`src/rtl/rx_dispatch.sv`:
```
// Receive-side frame dispatcher: classifies each MAC frame during a fixed
// 24-byte delay and forwards UDP/IPv4 frames to the UDP path, ARP frames to the ARP path.
module rx_dispatch #(
    parameter int MAC_FILT_EN = 1,
    parameter int CNT_W       = 16
) (
    input  logic             clk,
    input  logic             rst,
    input  logic [47:0]      local_mac,
    input  logic [7:0]       rx_din,
    input  logic             rx_din_en,
    output logic [7:0]       udp_dout,
    output logic             udp_dout_en,
    input  logic             udp_pfull,
    output logic [7:0]       arp_dout,
    output logic             arp_dout_en,
    input  logic             arp_pfull,
    output logic [CNT_W-1:0] udp_frm_cnt,
    output logic [CNT_W-1:0] arp_frm_cnt,
    output logic [CNT_W-1:0] drop_cnt
);

    localparam int unsigned DLY = 24;

    typedef enum logic [1:0] {CLS_DROP, CLS_UDP, CLS_ARP} cls_t;
    typedef enum logic [1:0] {IDLE, UDP_S, ARP_S, DROP_S} state_t;

    logic        en_q;
    logic        in_frm;
    logic        sof;
    logic [4:0]  idx_q;
    logic [4:0]  cur_idx;
    logic [7:0]  mac_byte;
    logic        uc_q;
    logic        bc_q;
    logic        mac_ok;
    logic [7:0]  et_hi_q;
    logic        et_ip_q;
    logic        et_arp_q;
    cls_t        cls_q;

    logic [DLY-1:0][7:0] dly_data;
    logic [DLY-1:0]      dly_en;
    logic [DLY-1:0]      dly_sof;
    logic [7:0]          tail_data;
    logic                tail_en;
    logic                tail_sof;

    state_t      state_q;
    state_t      state_d;
    logic [7:0]  udp_d;
    logic        udp_en_d;
    logic [7:0]  arp_d;
    logic        arp_en_d;
    logic        inc_udp;
    logic        inc_arp;
    logic        inc_drop;

    assign sof     = rx_din_en & ~en_q;
    assign cur_idx = sof ? 5'd0 : idx_q;
    assign mac_ok  = (MAC_FILT_EN == 0) || uc_q || bc_q;

    always_comb begin
        mac_byte = '0;
        case (cur_idx)
            5'd0:    mac_byte = local_mac[47:40];
            5'd1:    mac_byte = local_mac[39:32];
            5'd2:    mac_byte = local_mac[31:24];
            5'd3:    mac_byte = local_mac[23:16];
            5'd4:    mac_byte = local_mac[15:8];
            5'd5:    mac_byte = local_mac[7:0];
            default: mac_byte = '0;
        endcase
    end

    // en_q resets high so a frame already running at reset release never produces a SOF
    always_ff @(posedge clk or posedge rst) begin
        if (rst) begin
            en_q     <= 1'b1;
            in_frm   <= 1'b0;
            idx_q    <= '0;
            uc_q     <= 1'b0;
            bc_q     <= 1'b0;
            et_hi_q  <= '0;
            et_ip_q  <= 1'b0;
            et_arp_q <= 1'b0;
            cls_q    <= CLS_DROP;
        end else begin
            en_q <= rx_din_en;
            if (!rx_din_en) begin
                in_frm <= 1'b0;
            end else if (sof) begin
                in_frm <= 1'b1;
            end
            if (rx_din_en && (sof || in_frm)) begin
                idx_q <= (cur_idx == 5'd24) ? 5'd24 : cur_idx + 5'd1;
                if (sof) begin
                    cls_q <= CLS_DROP;
                end
                if (cur_idx == 5'd0) begin
                    uc_q <= (rx_din == mac_byte);
                    bc_q <= (rx_din == 8'hFF);
                end else if (cur_idx <= 5'd5) begin
                    uc_q <= uc_q & (rx_din == mac_byte);
                    bc_q <= bc_q & (rx_din == 8'hFF);
                end
                if (cur_idx == 5'd12) begin
                    et_hi_q <= rx_din;
                end
                if (cur_idx == 5'd13) begin
                    et_ip_q  <= (et_hi_q == 8'h08) && (rx_din == 8'h00);
                    et_arp_q <= (et_hi_q == 8'h08) && (rx_din == 8'h06);
                end
                if (cur_idx == 5'd23) begin
                    if (mac_ok && et_arp_q) begin
                        cls_q <= CLS_ARP;
                    end else if (mac_ok && et_ip_q && (rx_din == 8'h11)) begin
                        cls_q <= CLS_UDP;
                    end else begin
                        cls_q <= CLS_DROP;
                    end
                end
            end
        end
    end

    always_ff @(posedge clk or posedge rst) begin
        if (rst) begin
            dly_data <= '0;
            dly_en   <= '0;
            dly_sof  <= '0;
        end else begin
            dly_data <= {dly_data[DLY-2:0], rx_din};
            dly_en   <= {dly_en[DLY-2:0], rx_din_en};
            dly_sof  <= {dly_sof[DLY-2:0], sof};
        end
    end

    assign tail_data = dly_data[DLY-1];
    assign tail_en   = dly_en[DLY-1];
    assign tail_sof  = dly_sof[DLY-1];

    // The class register is final exactly when the SOF byte reaches the tail
    always_comb begin
        state_d  = state_q;
        udp_d    = '0;
        udp_en_d = 1'b0;
        arp_d    = '0;
        arp_en_d = 1'b0;
        inc_udp  = 1'b0;
        inc_arp  = 1'b0;
        inc_drop = 1'b0;
        case (state_q)
            IDLE: begin
                if (tail_sof) begin
                    if (cls_q == CLS_UDP && !udp_pfull) begin
                        state_d  = UDP_S;
                        udp_en_d = 1'b1;
                        udp_d    = tail_data;
                        inc_udp  = 1'b1;
                    end else if (cls_q == CLS_ARP && !arp_pfull) begin
                        state_d  = ARP_S;
                        arp_en_d = 1'b1;
                        arp_d    = tail_data;
                        inc_arp  = 1'b1;
                    end else begin
                        state_d  = DROP_S;
                        inc_drop = 1'b1;
                    end
                end
            end
            UDP_S: begin
                if (tail_en) begin
                    udp_en_d = 1'b1;
                    udp_d    = tail_data;
                end else begin
                    state_d = IDLE;
                end
            end
            ARP_S: begin
                if (tail_en) begin
                    arp_en_d = 1'b1;
                    arp_d    = tail_data;
                end else begin
                    state_d = IDLE;
                end
            end
            DROP_S: begin
                if (!tail_en) begin
                    state_d = IDLE;
                end
            end
            default: state_d = IDLE;
        endcase
    end

    always_ff @(posedge clk or posedge rst) begin
        if (rst) begin
            state_q     <= IDLE;
            udp_dout    <= '0;
            udp_dout_en <= 1'b0;
            arp_dout    <= '0;
            arp_dout_en <= 1'b0;
            udp_frm_cnt <= '0;
            arp_frm_cnt <= '0;
            drop_cnt    <= '0;
        end else begin
            state_q     <= state_d;
            udp_dout    <= udp_d;
            udp_dout_en <= udp_en_d;
            arp_dout    <= arp_d;
            arp_dout_en <= arp_en_d;
            if (inc_udp) begin
                udp_frm_cnt <= udp_frm_cnt + CNT_W'(1);
            end
            if (inc_arp) begin
                arp_frm_cnt <= arp_frm_cnt + CNT_W'(1);
            end
            if (inc_drop) begin
                drop_cnt <= drop_cnt + CNT_W'(1);
            end
        end
    end

endmodule

```
`config.mk`:
```
export PLATFORM = sky130hd
export DESIGN_NAME = rx_dispatch
export DESIGN_NICKNAME = d
export VERILOG_FILES = /design/src/rtl/rx_dispatch.sv
export SDC_FILE = /design/constraint.sdc
export NUM_CORES = 1
export LEC_CHECK = 0
export CORE_UTILIZATION = 30
export CTS_CLUSTER_SIZE = 14
export DETAILED_ROUTE_END_ITERATION = 16
export PLACE_DENSITY = 0.55
export SETUP_SLACK_MARGIN = 0.3
export SLEW_MARGIN = 10
export SYNTH_ARGS = -nofsm -noshare
export SYNTH_HDL_FRONTEND = slang
export SYNTH_SLANG_ARGS = --single-unit
```
`constraint.sdc`:
```
create_clock -name clk -period 35.5 [get_ports clk]
set_clock_uncertainty 0.15 [all_clocks]
set_input_delay 7.1 -clock clk [delete_from_list [all_inputs] [get_ports clk]]
set_output_delay 7.1 -clock clk [all_outputs]
set_load 0.03 [all_outputs]
```
==> impl_metrics.csv <==
group,metric,value,unit
run_status,outcome,"finished, final reports clean",
finish,diodes,0,
global_routing,grt_max_degree,157,
detailed_routing,wirelength,15900,µm
global_routing,grt_pass1_vias,5379,
clock_tree,cts_num_sinks,329,
flow_run,cap_violations,0,
detailed_routing,drtAntennaViolNets,0,
clock_tree,clk_latency,550,ps
timing,final.setup.tns,0,ps
critical_path,path_cells,"clkdlybuf4s50_1 > nand2b_1 > nand2_1 > ha_1 > nand2_1 > nor3_1 > a32oi_1 > nand3_1 > nand3b_1 > nor4_1 > o32a_1",
place,gp_congestion,0.765,
critical_path,r2r-start,"en_q",
clock_tree,postCtsSetupRepairBufs,0,
synthesis,synth_top_area_share,79.0,%
timing,max-slew-margin-rel,29.4,%
timing,setup_viol,0,
global_routing,use_met2,13.4,%
timing,hold_viol_final,0,
floorplanning,fp.coreArea,0.0338,mm²
synthesis,synth.ff_latch_count,329,
timing,rsz0062_at_grt,"false",
clock_tree,cts_tree,"built",
finish,fin_cells,1252,
floorplanning,dieWidth,188,µm
detailed_routing,dr.first_iter.drc_count,331,
finish,final_area,0.0132,mm²
critical_path,arrival,10050,ps
clock_tree,clock_path_buffers,3,
synthesis,syn_inst,635,
clock_tree,htree_levels,1,
synthesis,async_flop_share,100,%
critical_path,crit_path_start_kind,"primary input",
worst_hold_path,hold_class,"flip-flop to flip-flop",
floorplanning,rows,67,
floorplanning,die_area,0.0354,mm²
detailed_routing,drc,0,
critical_path,max_stage_delay,570,ps
critical_path,critPathTopFamily,"simple AND/OR/NAND/NOR gates",
critical_path,timing.critical_path.from,"rx_din_en",
synthesis,yosys-top-cells-area,"dfrtp_1 (79%), xnor2_1 (2.8%), mux2_2 (2.5%)",
synthesis,avgSynthCellArea,16.4,µm²
finish,syn_to_final_growth,27.1,%
worst_hold_path,hold_path_startpoint,"dly_sof[16]",
power,leakagePower,5.83,nW
clock_tree,numCtsBuffers,31,
global_routing,antenna_found_initial,0,
synthesis,ys_warn_count,0,
synthesis,synth-seq-area-share,79.2,%
floorplanning,fp.dieH,188,µm
critical_path,ff2ff_path_depth,10,
synthesis,yosysMostFrequentCell,"dfrtp_1",
synthesis,yosys.area.top_type,"dfrtp_1",
critical_path,crit_required,35820,ps
power,vdd_drop_max,41.6,µV
worst_hold_path,holdPathEnd,"dly_sof[17]",
timing,fin_crit,9730,ps
synthesis,synth_cell_types,56,
place,place.port_buffers,126,
floorplanning,start_util,30.8,%
finish,fin_nets,848,
global_routing,grtUsageMet3,2.19,%
worst_hold_path,worstHoldPathCells,0,
power,powerDensity,62.9,mW/mm²
global_routing,grtUsageTotal,9.13,%
clock_tree,clk_pin_slew_worst_paths,60,ps
detailed_routing,wl_per_cell,12.7,µm
detailed_routing,drt_pass1_iterations,4,
place,dp_hpwl,10200,µm
critical_path,crit_path_top_delay_cell,"clkdlybuf4s50_1",
global_routing,globalRoute.busiestLayer,"met2",
synthesis,syn_nets,700,
critical_path,endpoint_kind,"flip-flop",
global_routing,grt_first_pass_wirelength,26900,µm
clock_tree,cts_hold_buf,0,
critical_path,path_buf_inv,1,
synthesis,synth_area,0.0104,mm²
critical_path,path_common_cell,"nand2_1",
global_routing,grt_util_met1,13.3,%
finish,layout-drive-gt1-share,11.7,%
timing,period_share,27.4,%
synthesis,ys.flop_type,"dfrtp_1",
synthesis,synth_edf_count,0,
timing,slew_viol_final,0,
timing,tightest_slew,1060,ps
critical_path,critical_path_class,"primary input to flip-flop",
detailed_routing,viasPerCell,4.23,
synthesis,synthTopCellsByCount,"dfrtp_1 (328), nand2_1 (40), xnor2_1 (33)",
critical_path,cp_max_fo,18,
place,placed_area,0.0122,mm²
clock_tree,cts_root_buffer,"clkbuf_16",
place,placed_cells,1198,
critical_path,r2r_end,"uc_q",
global_routing,gr-total-overflow,0,
critical_path,ff2ff_setup_slack,32440,ps
timing,fmax,103,MHz
clock_tree,ctsResizeCount,0,
detailed_routing,vias,5299,
floorplanning,io-pin-count,127,
power,p_total,0.831,mW
-- final cells by class --
type                       count  area [µm²]
inverter                       7        36.3
tap                          448         561
timing repair buffer         128        1280
clock inverter                10         165
fill                        3121       20600
multi-input combinational    286        2050
sequential                   329        8230
clock buffer                  44         895
-- cells by family after synthesis --
kind of cell	after synthesis	synth area share, %
buffers and inverters	20	1.08
multiplexers	25	2.68
adder cells (fa/ha/maj)	4	0.482
flip-flops	329	79.2
AO/OA/AOI/OAI	34	2.55
XOR/XNOR	52	4.38
AND/OR/NAND/NOR	171	9.59
-- state kept, by name (all words and copies together), names as in the netlist --
name	flops
uc_q	1
arp_dout_en	1
en_q	1
et_arp_q	1
udp_dout_en	1
arp_dout	8
idx_q	5
drop_cnt	16
in_frm	1
dly_en	24
bc_q	1
tail_data	8
dly_data	184
udp_dout	8
state_q	2
et_hi_q	8
dly_sof	24
et_ip_q	1
udp_frm_cnt	16
arp_frm_cnt	16
cls_q	2
-- where the power goes --
part / switching, mW / leakage (nW) / internal (mW) / total, mW
clock: 0.130 / 0.525 / 0.204 / 0.333
combinational: 0.0454 / 1.27 / 0.0369 / 0.0824
sequential: 0.0175 / 4.04 / 0.398 / 0.415
total: 0.192 / 5.83 / 0.638 / 0.831
-- worst register-to-register path, cell delays in order (launching register included) --
cell and delay, ps:
dfstp_2 520, nand2b_1 560, nand2_1 150, ha_1 350, nand3_1 120, o211ai_1 120, a221oi_2 280, xor2_1 170
nand3b_1 90, nor4_1 300, o32a_1 180
-- placed cells by master (no fill, tap or decap), types with 6 or more instances in the layout --
cell,synthesis,final
and2_1,18,18
clkbuf_1,4,6
clkbuf_16,0,31
clkbuf_8,0,7
clkdlybuf4s50_1,0,126
dfrtp_1,328,328
mux2_2,23,23
nand2_1,40,40
nand3_1,19,19
nand4_1,29,29
nor2_1,20,20
nor4_1,8,8
o21ai_0,6,6
xnor2_1,33,33
xor2_1,19,19
-- how the worst max path moves through the flow --
| stage | to | slack, ps | depth (start not counted) |
|---|---|---|---|
| floorplan | arp_dout[0] | 19140 | 1 |
| global placement | uc_q | 25380 | 11 |
| detailed placement | uc_q | 25200 | 11 |
| CTS | uc_q | 25770 | 11 |
| global route | uc_q | 25450 | 11 |
| finish | uc_q | 25770 | 11 |
-- through the flow --
step / setup slack (ps) / util [%] / hold WS (ps)
CTS: 25770 / 39.1 / 171
finish: 25770 / 39.1 / 176
detailed placement: 25200 / 36.0 / 185
global route: 25450 / 39.1 / 181
floorplan: 19140 / - / 181
global placement: 25380 / 36.0 / 181
-- per-layer routing --
metal / wire length (µm) / share of wire, %
met3: 1060 / 6.6
met4: 411 / 2.6
met2: 6840 / 43
met1: 7580 / 48
met5: 0 / 0
(Power assumes the default switching activity.)
